### config.mk
export PLATFORM = sky130hd
export DESIGN_NAME = fpadd_share_arbiter_flat
export DESIGN_NICKNAME = d
export VERILOG_FILES = /design/src/rtl/fpadd_share_arbiter_if.sv /design/src/rtl/fpadd_share_arbiter.sv /design/src/flat_wrapper.sv
export SDC_FILE = /design/constraint.sdc
export NUM_CORES = 1
export LEC_CHECK = 0
export BUFFER_PORTS_ARGS = -buffer_cell sky130_fd_sc_hd__buf_2
export CAP_MARGIN = 25
export CORE_AREA = 10 10 184 186
export DETAILED_ROUTE_END_ITERATION = 10
export DIE_AREA = 0 0 194 196
export HOLD_SLACK_MARGIN = 0.02
export SKIP_CTS_REPAIR_TIMING = 1
export SLEW_MARGIN = 20
export SYNTH_ARGS = -nofsm -noshare
export SYNTH_HDL_FRONTEND = slang
export SYNTH_SLANG_ARGS = --single-unit
### constraint.sdc
create_clock -name clk -period 4.96 [get_ports clk]
set_input_delay 0.248 -clock clk [delete_from_list [all_inputs] [get_ports clk]]
set_output_delay 0.248 -clock clk [all_outputs]
set_load 0.02 [all_outputs]
### src/rtl/fpadd_share_arbiter_if.sv
// fpadd_share_arbiter_if: bundles the requester, shared-adder and response signals of fpadd_share_arbiter.
// Ports: req_valid/req_ready/req_a/req_b carry operand pairs, with 32 bits per requester in req_a/req_b.
//        add_a/add_b/add_valid/add_res connect to the shared adder.
//        rsp_valid/rsp_data/rsp_ready return the held results.
//        busy reports that some requester is not idle.
// The slave modport is the arbiter's view. The master modport is the view of the requesters plus the adder.
interface fpadd_share_arbiter_if #(parameter int NREQ = 4);
  logic [NREQ-1:0] req_valid, req_ready, rsp_valid, rsp_ready;
  logic [NREQ*32-1:0] req_a, req_b, rsp_data;
  logic [31:0] add_a, add_b, add_res;
  logic add_valid, busy;
  modport master (
    output req_valid, req_a, req_b, rsp_ready, add_res,
    input req_ready, add_a, add_b, add_valid, rsp_valid, rsp_data, busy
  );
  modport slave (
    input req_valid, req_a, req_b, rsp_ready, add_res,
    output req_ready, add_a, add_b, add_valid, rsp_valid, rsp_data, busy
  );
endinterface

### src/rtl/fpadd_share_arbiter.sv
// fpadd_share_arbiter: round-robin sharing of one fixed-latency FP adder among NREQ requesters.
// Ports: clk is the clock. rst is an asynchronous active-high reset. bus is the slave side of fpadd_share_arbiter_if.
//        Through bus the block grants one requester per cycle and drives the adder operands.
//        It tracks each in-flight sum by tag and holds every result until that requester accepts it.
module fpadd_share_arbiter #(
  parameter int NREQ = 4,
  parameter int LAT = 2
) (
  input logic clk,
  input logic rst,
  fpadd_share_arbiter_if.slave bus
);
  localparam int IW = $clog2(NREQ);
  typedef enum logic [1:0] {IDLE, INFLIGHT, DONE} st_t;
  st_t state [NREQ];
  st_t state_nx [NREQ];
  logic [IW-1:0] ptr, gidx, ret_idx;
  logic [NREQ-1:0] elig, rsp_v, nidle;
  logic found, ret_vld;
  logic [NREQ-1:0][31:0] data_q;
  // Gating eligibility with rst keeps req_ready low for the whole reset pulse.
  always_comb begin
    for (int i = 0; i < NREQ; i++) begin
      elig[i] = bus.req_valid[i] && state[i] == IDLE && !rst;
      rsp_v[i] = state[i] == DONE;
      nidle[i] = state[i] != IDLE;
    end
  end
  always_comb begin
    found = 1'b0;
    gidx = '0;
    for (int k = 0; k < NREQ; k++) begin
      if (!found && elig[(int'(ptr) + k) % NREQ]) begin
        found = 1'b1;
        gidx = IW'((int'(ptr) + k) % NREQ);
      end
    end
  end
  assign bus.req_ready = found ? NREQ'(1) << gidx : '0;
  assign bus.add_valid = found;
  assign bus.add_a = found ? bus.req_a[{gidx, 5'd0} +: 32] : '0;
  assign bus.add_b = found ? bus.req_b[{gidx, 5'd0} +: 32] : '0;
  assign bus.rsp_valid = rsp_v;
  assign bus.rsp_data = data_q;
  assign bus.busy = |nidle;
  // Each tag stage records the owner of one adder slot. The last stage lines up with add_res.
  generate
    if (LAT == 0) begin : g_comb
      assign ret_vld = found;
      assign ret_idx = gidx;
    end else begin : g_pipe
      logic [LAT-1:0] tvld;
      logic [LAT-1:0][IW-1:0] tidx;
      always_ff @(posedge clk or posedge rst) begin
        if (rst) begin
          tvld <= '0;
          tidx <= '0;
        end else begin
          tvld[0] <= found;
          tidx[0] <= gidx;
          for (int k = 1; k < LAT; k++) begin
            tvld[k] <= tvld[k-1];
            tidx[k] <= tidx[k-1];
          end
        end
      end
      assign ret_vld = tvld[LAT-1];
      assign ret_idx = tidx[LAT-1];
    end
  endgenerate
  // When LAT is 0, issue and return fall in the same cycle, so the return overrides INFLIGHT.
  always_comb begin
    for (int i = 0; i < NREQ; i++) begin
      state_nx[i] = state[i];
      if (bus.req_ready[i]) state_nx[i] = INFLIGHT;
      if (ret_vld && ret_idx == IW'(i)) state_nx[i] = DONE;
      if (state[i] == DONE && bus.rsp_ready[i]) state_nx[i] = IDLE;
    end
  end
  always_ff @(posedge clk or posedge rst) begin
    if (rst) begin
      ptr <= '0;
      data_q <= '0;
      for (int i = 0; i < NREQ; i++) state[i] <= IDLE;
    end else begin
      if (found) ptr <= (gidx == IW'(NREQ - 1)) ? '0 : gidx + 1'b1;
      if (ret_vld) data_q[ret_idx] <= bus.add_res;
      for (int i = 0; i < NREQ; i++) state[i] <= state_nx[i];
    end
  end
  a_onehot: assert property (@(posedge clk) disable iff (rst) $onehot0(bus.req_ready));
  a_tag: assert property (@(posedge clk) disable iff (rst)
    (LAT == 0 || !ret_vld || state[ret_idx] == INFLIGHT));
endmodule
### src/flat_wrapper.sv
// flat-port wrapper written by rule: the top's interface ports become plain ports
module fpadd_share_arbiter_flat 
#(
  parameter int NREQ = 4,
  parameter int LAT = 2
)
  (clk, rst, bus_req_valid, bus_req_a, bus_req_b, bus_rsp_ready, bus_add_res, bus_req_ready, bus_add_a, bus_add_b, bus_add_valid, bus_rsp_valid, bus_rsp_data, bus_busy);
  fpadd_share_arbiter_if #(.NREQ(NREQ)) bus_i ();
  input logic clk;
  input logic rst;
  input wire logic [$bits(bus_i.req_valid)-1:0] bus_req_valid;
  input wire logic [$bits(bus_i.req_a)-1:0] bus_req_a;
  input wire logic [$bits(bus_i.req_b)-1:0] bus_req_b;
  input wire logic [$bits(bus_i.rsp_ready)-1:0] bus_rsp_ready;
  input wire logic [$bits(bus_i.add_res)-1:0] bus_add_res;
  output wire logic [$bits(bus_i.req_ready)-1:0] bus_req_ready;
  output wire logic [$bits(bus_i.add_a)-1:0] bus_add_a;
  output wire logic [$bits(bus_i.add_b)-1:0] bus_add_b;
  output wire logic [$bits(bus_i.add_valid)-1:0] bus_add_valid;
  output wire logic [$bits(bus_i.rsp_valid)-1:0] bus_rsp_valid;
  output wire logic [$bits(bus_i.rsp_data)-1:0] bus_rsp_data;
  output wire logic [$bits(bus_i.busy)-1:0] bus_busy;
  assign bus_i.req_valid = bus_req_valid;
  assign bus_i.req_a = bus_req_a;
  assign bus_i.req_b = bus_req_b;
  assign bus_i.rsp_ready = bus_rsp_ready;
  assign bus_i.add_res = bus_add_res;
  assign bus_req_ready = bus_i.req_ready;
  assign bus_add_a = bus_i.add_a;
  assign bus_add_b = bus_i.add_b;
  assign bus_add_valid = bus_i.add_valid;
  assign bus_rsp_valid = bus_i.rsp_valid;
  assign bus_rsp_data = bus_i.rsp_data;
  assign bus_busy = bus_i.busy;
  fpadd_share_arbiter #(.NREQ(NREQ), .LAT(LAT)) u_core (.clk(clk), .rst(rst), .bus(bus_i));
endmodule
==> impl_metrics.csv, run 1 <==
group,metric,value,unit
outcome,outcome,"finished clean",
grt,grtUsageTotal,0.192,
route,finalWirelength,38.8,mm
cts,cts-htree-levels,4,
grt,grt_pass1_wl,54.2,mm
route,ant_nets,0,
placement,hpwl,32.6,mm
floorplan,rows,64,
floorplan,coreArea,0.0303,sq mm
cts,clkTransAtPathRegs,0.06,ns
synth,synth_xor_area_frac,0,
synth,ys_types,35,
power_and_ir_drop,power_per_cell_area,651,mW/mm^2
layout,post_route_cells_drive_above_1_share,0.576,
synth,syn_nets,933,
grt,overflow,0,
timing,hold_violations,0,
layout,final_cell_mix,"buf_2, dfrtp_1, mux2i_1, nand2_1, mux2_2",
setup_path,reg2regPathDepth,6,
setup_path,startpoint_type,"flip-flop",
cts,clk_path_buf_depth,2,
setup_path,rr_startpoint,"u_core.state[2]",
layout,fill_cells,3097,
synth,ys.flop_type,"dfrtp_1",
timing,drv_slew,0,
setup_path,reg2reg_slack,2.35,ns
layout,fin_nets,1425,
synth,syn-cell-area,0.00736,sq mm
setup_path,criticalPathCategory,"reg -> out",
route,drc,0,
route,avgViaCountPerCell,4.74,
route,vias,7298,
timing,skew,0.00907,ns
route,drt_iter0_drc,388,
synth,syn_avg_cell_area,11.6,sq um
layout,final_common_cell,"buf_2",
floorplan,dieArea,0.0380,sq mm
synth,synth_edf_count,0,
synth,muxShareOfSynthArea,0.321,
timing,min_period,3.72,ns
synth,ys_warn_count,0,
synth,synthAdderAreaFrac,0.00170,
min_path,hold_class,"in -> async",
setup_path,r2r_end,"u_core.state[6]",
setup_path,crit_start,"u_core.state[5]",
run,maxCapViolCount,0,
setup_path,cp.arrival,3.47,ns
grt,antenna_found_initial,17,
grt,grt_pass1_vias,7740,
cts,clock-sinks,144,
route,firstDrtPassIters,5,
floorplan,die_height,196,um
power_and_ir_drop,irDropWorstVdd,0.213,mV
synth,yosys.area_share.simple,0.0773,
synth,synth_top_family_by_area,"multiplexers",
timing,finalSetupViolCount,0,
synth,seq_area_frac_synth,0.490,
timing,max_freq,269,MHz
placement,portBuffers,499,
route,wl_per_cell,25.2,um
placement,dpl_cell_area,0.0103,sq mm
floorplan,fp.dieW,194,um
cts,tritoncts,"done",
setup_path,cp_max_fo,32,
grt,grt_max_degree,89,
timing,fin_crit_sh,0.750,
cts,clock_latency,0.42,ns
layout,stdcell_area,0.0109,sq mm
setup_path,worstPathRequired,4.71,ns
timing,worst_pin_slew,0.904,ns
floorplan,pin_count,500,
cts,root_buffer,"clkbuf_16",
layout,syn_to_final_growth,48.6,%
cts,cts_buffers,17,
floorplan,start_util,0.243,
power_and_ir_drop,design_power_total,7120,uW
synth,synthCells,634,
placement,place_congestion,0.932,
synth,ys_seq_elements,144,
synth,synth_compound_area_frac,0.0739,
power_and_ir_drop,p_leak,0.00542,uW
synth,ys_async_sr_fraction,1.00,
timing,max_slew_margin,0.395,
setup_path,worst_setup_path_end_kind,"output port",
timing,rsz0062_at_grt,"false",
timing,fin_tns_setup,0,ns
==> state kept, by name, summed over array words and instances, names as in the netlist <==
| signal | count |
|---|---|
| u_core.bus.rsp_data | 128 |
| u_core.g_pipe.tidx | 2 |
| u_core.state | 8 |
| u_core.ptr | 2 |
| u_core.ret_idx | 2 |
| u_core.g_pipe.tvld | 2 |
==> metrics by stage <==
step	worst slack, ns	instances	utilization	hold WS (ns)
finish	1.24	1539	0.361	0.0548
global route	1.10	1538	0.361	0.0554
CTS	1.31	1532	0.360	-0.0292
detailed placement	1.80	1500	0.340	0.336
global placement	1.90	1500	0.340	0.333
floorplan	0.846	634	-	0.331
==> how the worst max path moves through the flow <==
stage,endpoint,cells after the start,slack [ns]
6_report,bus_add_b[24],7,1.24
5_1_grt,bus_add_b[24],7,1.10
4_1_cts,bus_add_b[24],7,1.31
3_5_place_dp,bus_add_b[24],7,1.80
3_3_place_gp,bus_add_b[10],7,1.90
2_1_floorplan,u_core.bus.rsp_data[0],1,0.85
==> cell families (layout without fill, tap and decap cells) <==
| family | after synthesis | count (layout) |
|---|---|---|
| AO/OA/AOI/OAI | 85 | 85 |
| multiplexers | 224 | 224 |
| other | 0 | 4 |
| adder cells (fa/ha/maj) | 1 | 1 |
| flip-flops | 144 | 144 |
| buffers and inverters | 52 | 557 |
| AND/OR/NAND/NOR | 128 | 128 |
==> cells in the mapped netlist, types with 4 or more instances <==
cell type / count / area share
a21oi_1: 5 / 0.0034
dfrtp_1: 144 / 0.49
mux2i_1: 128 / 0.17
inv_1: 4 / 0.0020
clkbuf_1: 27 / 0.014
mux2_2: 96 / 0.15
buf_2: 11 / 0.0075
nor2_1: 8 / 0.0041
nand2_1: 100 / 0.051
o22ai_1: 64 / 0.054
buf_6: 8 / 0.012
==> critical path, cell delays in order, from the launching register on <==
cell      delay, ns
dfrtp_1        0.43
nor4b_2        0.47
o221ai_1       0.29
a21oi_4        0.47
buf_12         0.31
mux2i_1        0.64
o22ai_1        0.20
buf_2          0.22
==> per-layer routing <==
layer  vias to the layer above  GRT usage  wire [um]
li1                       3303          -          -
met1                      3532      0.200      13800
met2                       384      0.328      19600
met3                        67     0.0972       4420
met4                        12     0.0681        907
met5                         -          0         71
==> layout make-up <==
| type | instances | area (sq um) | share of cell area |
|---|---|---|---|
| Clock inverter | 14 | 155 | 0.0142 |
| Antenna cell | 4 | 10.0 | 0.000915 |
| Inverter | 6 | 27.5 | 0.00252 |
| Sequential cell | 144 | 3600 | 0.329 |
| Tap cell | 396 | 495 | 0.0453 |
| Multi-Input combinational cell | 438 | 3540 | 0.324 |
| Clock buffer | 18 | 439 | 0.0402 |
| Timing Repair Buffer | 519 | 2670 | 0.244 |
==> report_power, final <==
part	internal, uW	switching (uW)
logic	1400	2310
registers	1770	355
clock network	760	528
total	3930	3190
(Power assumes the default switching activity.)
==> inputs of run 2 (changes only) <==
==> constraint.sdc (replaced) <==
create_clock -name clk -period 3.5 [get_ports clk]
set_input_delay 0.175 -clock clk [delete_from_list [all_inputs] [get_ports clk]]
set_output_delay 0.175 -clock clk [all_outputs]
set_load 0.02 [all_outputs]
==> impl_metrics.csv, run 2 (synthesized netlist as in run 1, its figures left out) <==
group,metric,value,unit
cts,clk_path_buf_depth,2,
power_and_ir_drop,pwr-share-clk,0.189,
floorplan,dieArea,0.0380,sq mm
floorplan,pin_count,500,
power_and_ir_drop,power_per_cell_area,914,mW/mm^2
timing,max_slew_margin,0.407,
timing,hold_slack,0.00571,ns
timing,drv_slew,0,
cts,clock_latency,0.42,ns
timing,skew,0.0111,ns
timing,worst_slack,0.157,ns
setup_path,crit_start,"rst",
power_and_ir_drop,p_leak,0.00553,uW
floorplan,start_util,0.243,
layout,largest_reg_flops,128,
route,finalWirelength,37.9,mm
min_path,holdCritStartpoint,"bus_add_res[20]",
layout,post_route_cells_drive_above_1_share,0.568,
grt,overflow,0,
power_and_ir_drop,switching_share,0.441,
setup_path,rr_startpoint,"u_core.state[7]",
grt,grt_max_degree,130,
grt,grtUsageTotal,0.188,
setup_path,cp.arrival,3.17,ns
route,wl_per_cell,24.4,um
power_and_ir_drop,power_switching,4500,uW
layout,final_common_cell,"buf_2",
power_and_ir_drop,p_comb_frac,0.517,
timing,max_freq,299,MHz
power_and_ir_drop,p_seq_frac,0.294,
grt,grt_pass1_wl,53.4,mm
route,avgViaCountPerCell,4.65,
timing,worst_pin_slew,0.886,ns
placement,hpwl,31.1,mm
setup_path,startpoint_type,"input port",
route,drc,0,
placement,portBuffers,499,
route,firstDrtPassIters,4,
timing,hold_violations,0,
timing,fin_tns_setup,0,ns
placement,post-place-ws,0.632,ns
cts,root_buffer,"clkbuf_16",
cts,clock-sinks,144,
setup_path,criticalPathCategory,"in -> out",
grt,antenna_found_initial,14,
power_and_ir_drop,intPower,5710,uW
setup_path,worst_setup_path_end_kind,"output port",
layout,syn_to_final_growth,51.8,%
min_path,hold_class,"in -> reg",
cts,cts_buffers,17,
floorplan,die_height,196,um
placement,place_congestion,0.916,
setup_path,worstPathRequired,3.32,ns
floorplan,rows,64,
cts,cts-htree-levels,4,
route,ant_nets,0,
outcome,outcome,"finished clean",
setup_path,cp_max_fo,42,
route,vias,7211,
timing,fin_crit_sh,0.955,
timing,min_period,3.34,ns
route,drt_iter0_drc,378,
power_and_ir_drop,irDropWorstVdd,0.313,mV
layout,fin_nets,1440,
floorplan,fp.dieW,194,um
cts,clkTransAtPathRegs,0.06,ns
timing,finalSetupViolCount,0,
timing,rsz0062_at_grt,"false",
grt,grt_pass1_vias,7735,
cts,tritoncts,"done",
layout,final_cell_mix,"buf_2, dfrtp_1, mux2i_1, nand2_1, mux2_2",
run,maxCapViolCount,0,
floorplan,coreArea,0.0303,sq mm
-- run 2: cell types whose count changed in the layout (fill, tap and decap cells not counted), moves of 2 or more --
| cell | before | now |
|---|---|---|
| clkinv_4 | 2 | 5 |
| clkinvlp_4 | 5 | 1 |
| dlygate4sd3_1 | 3 | 19 |
| inv_6 | 5 | 3 |
| buf_12 | 1 | 5 |
| diode_2 | 4 | 1 |
| buf_4 | 16 | 11 |
-- run 2: final timing paths --
| kind | end | slack, ns | depth (start not counted) |
|---|---|---|---|
| hold / removal | u_core.bus.rsp_data[52] | 0.006 | 3 |
| max in group asynchronous | u_core.bus.rsp_data[115] | 2.07 | 4 |
| setup reg to reg | u_core.state[0] | 0.86 | 9 |
| setup / recovery | bus_add_b[21] | 0.16 | 9 |
| min in group asynchronous | u_core.state[5] | 0.39 | 3 |
| hold reg to reg | u_core.ret_idx[1] | 0.35 | 0 |
-- run 2: final cells by class --
type / count / area (sq um)
sequential: 144 / 3600
clock buffer: 19 / 453
antenna: 1 / 2.50
clock inverter: 13 / 176
multi-input combinational: 438 / 3540
fill: 3077 / 19100
timing repair buffer: 534 / 2870
tap: 396 / 495
inverter: 6 / 26.3
-- run 2: worst max-delay path, stage by stage --
cell and delay [ns]:
dlygate4sd3_1 0.55, buf_2 0.18, or4b_1 0.59, o221ai_1 0.36, a21oi_4 0.15, buf_12 0.23
mux2i_1 0.23, o22ai_1 0.39, buf_2 0.28
-- run 2: metrics by stage --
stage	utilization	instances	area, sq um	power, uW
finish	0.369	1551	11200	10200
global route	0.369	1551	11200	10800
CTS	0.363	1531	11000	10300
detailed placement	0.342	1499	10300	8350
global placement	0.342	1499	10300	8280
floorplan	-	634	7360	6250
-- run 2: metal layers --
layer	GRT usage	vias to the layer above	routed length (um)
li1	-	3322	-
met1	0.206	3526	14000
met2	0.338	323	19700
met3	0.0691	40	3610
met4	0.0405	0	527
met5	0	-	0
-- run 2: power by group through the flow --
stage	clock (uW)	combinational (uW)	sequential, uW
after global routing	2050	5650	3110
after floorplan	0	2350	3900
after detailed placement	0	5330	3020
after CTS	1980	5350	3000
after global placement	0	5290	3000
final	1940	5280	3000
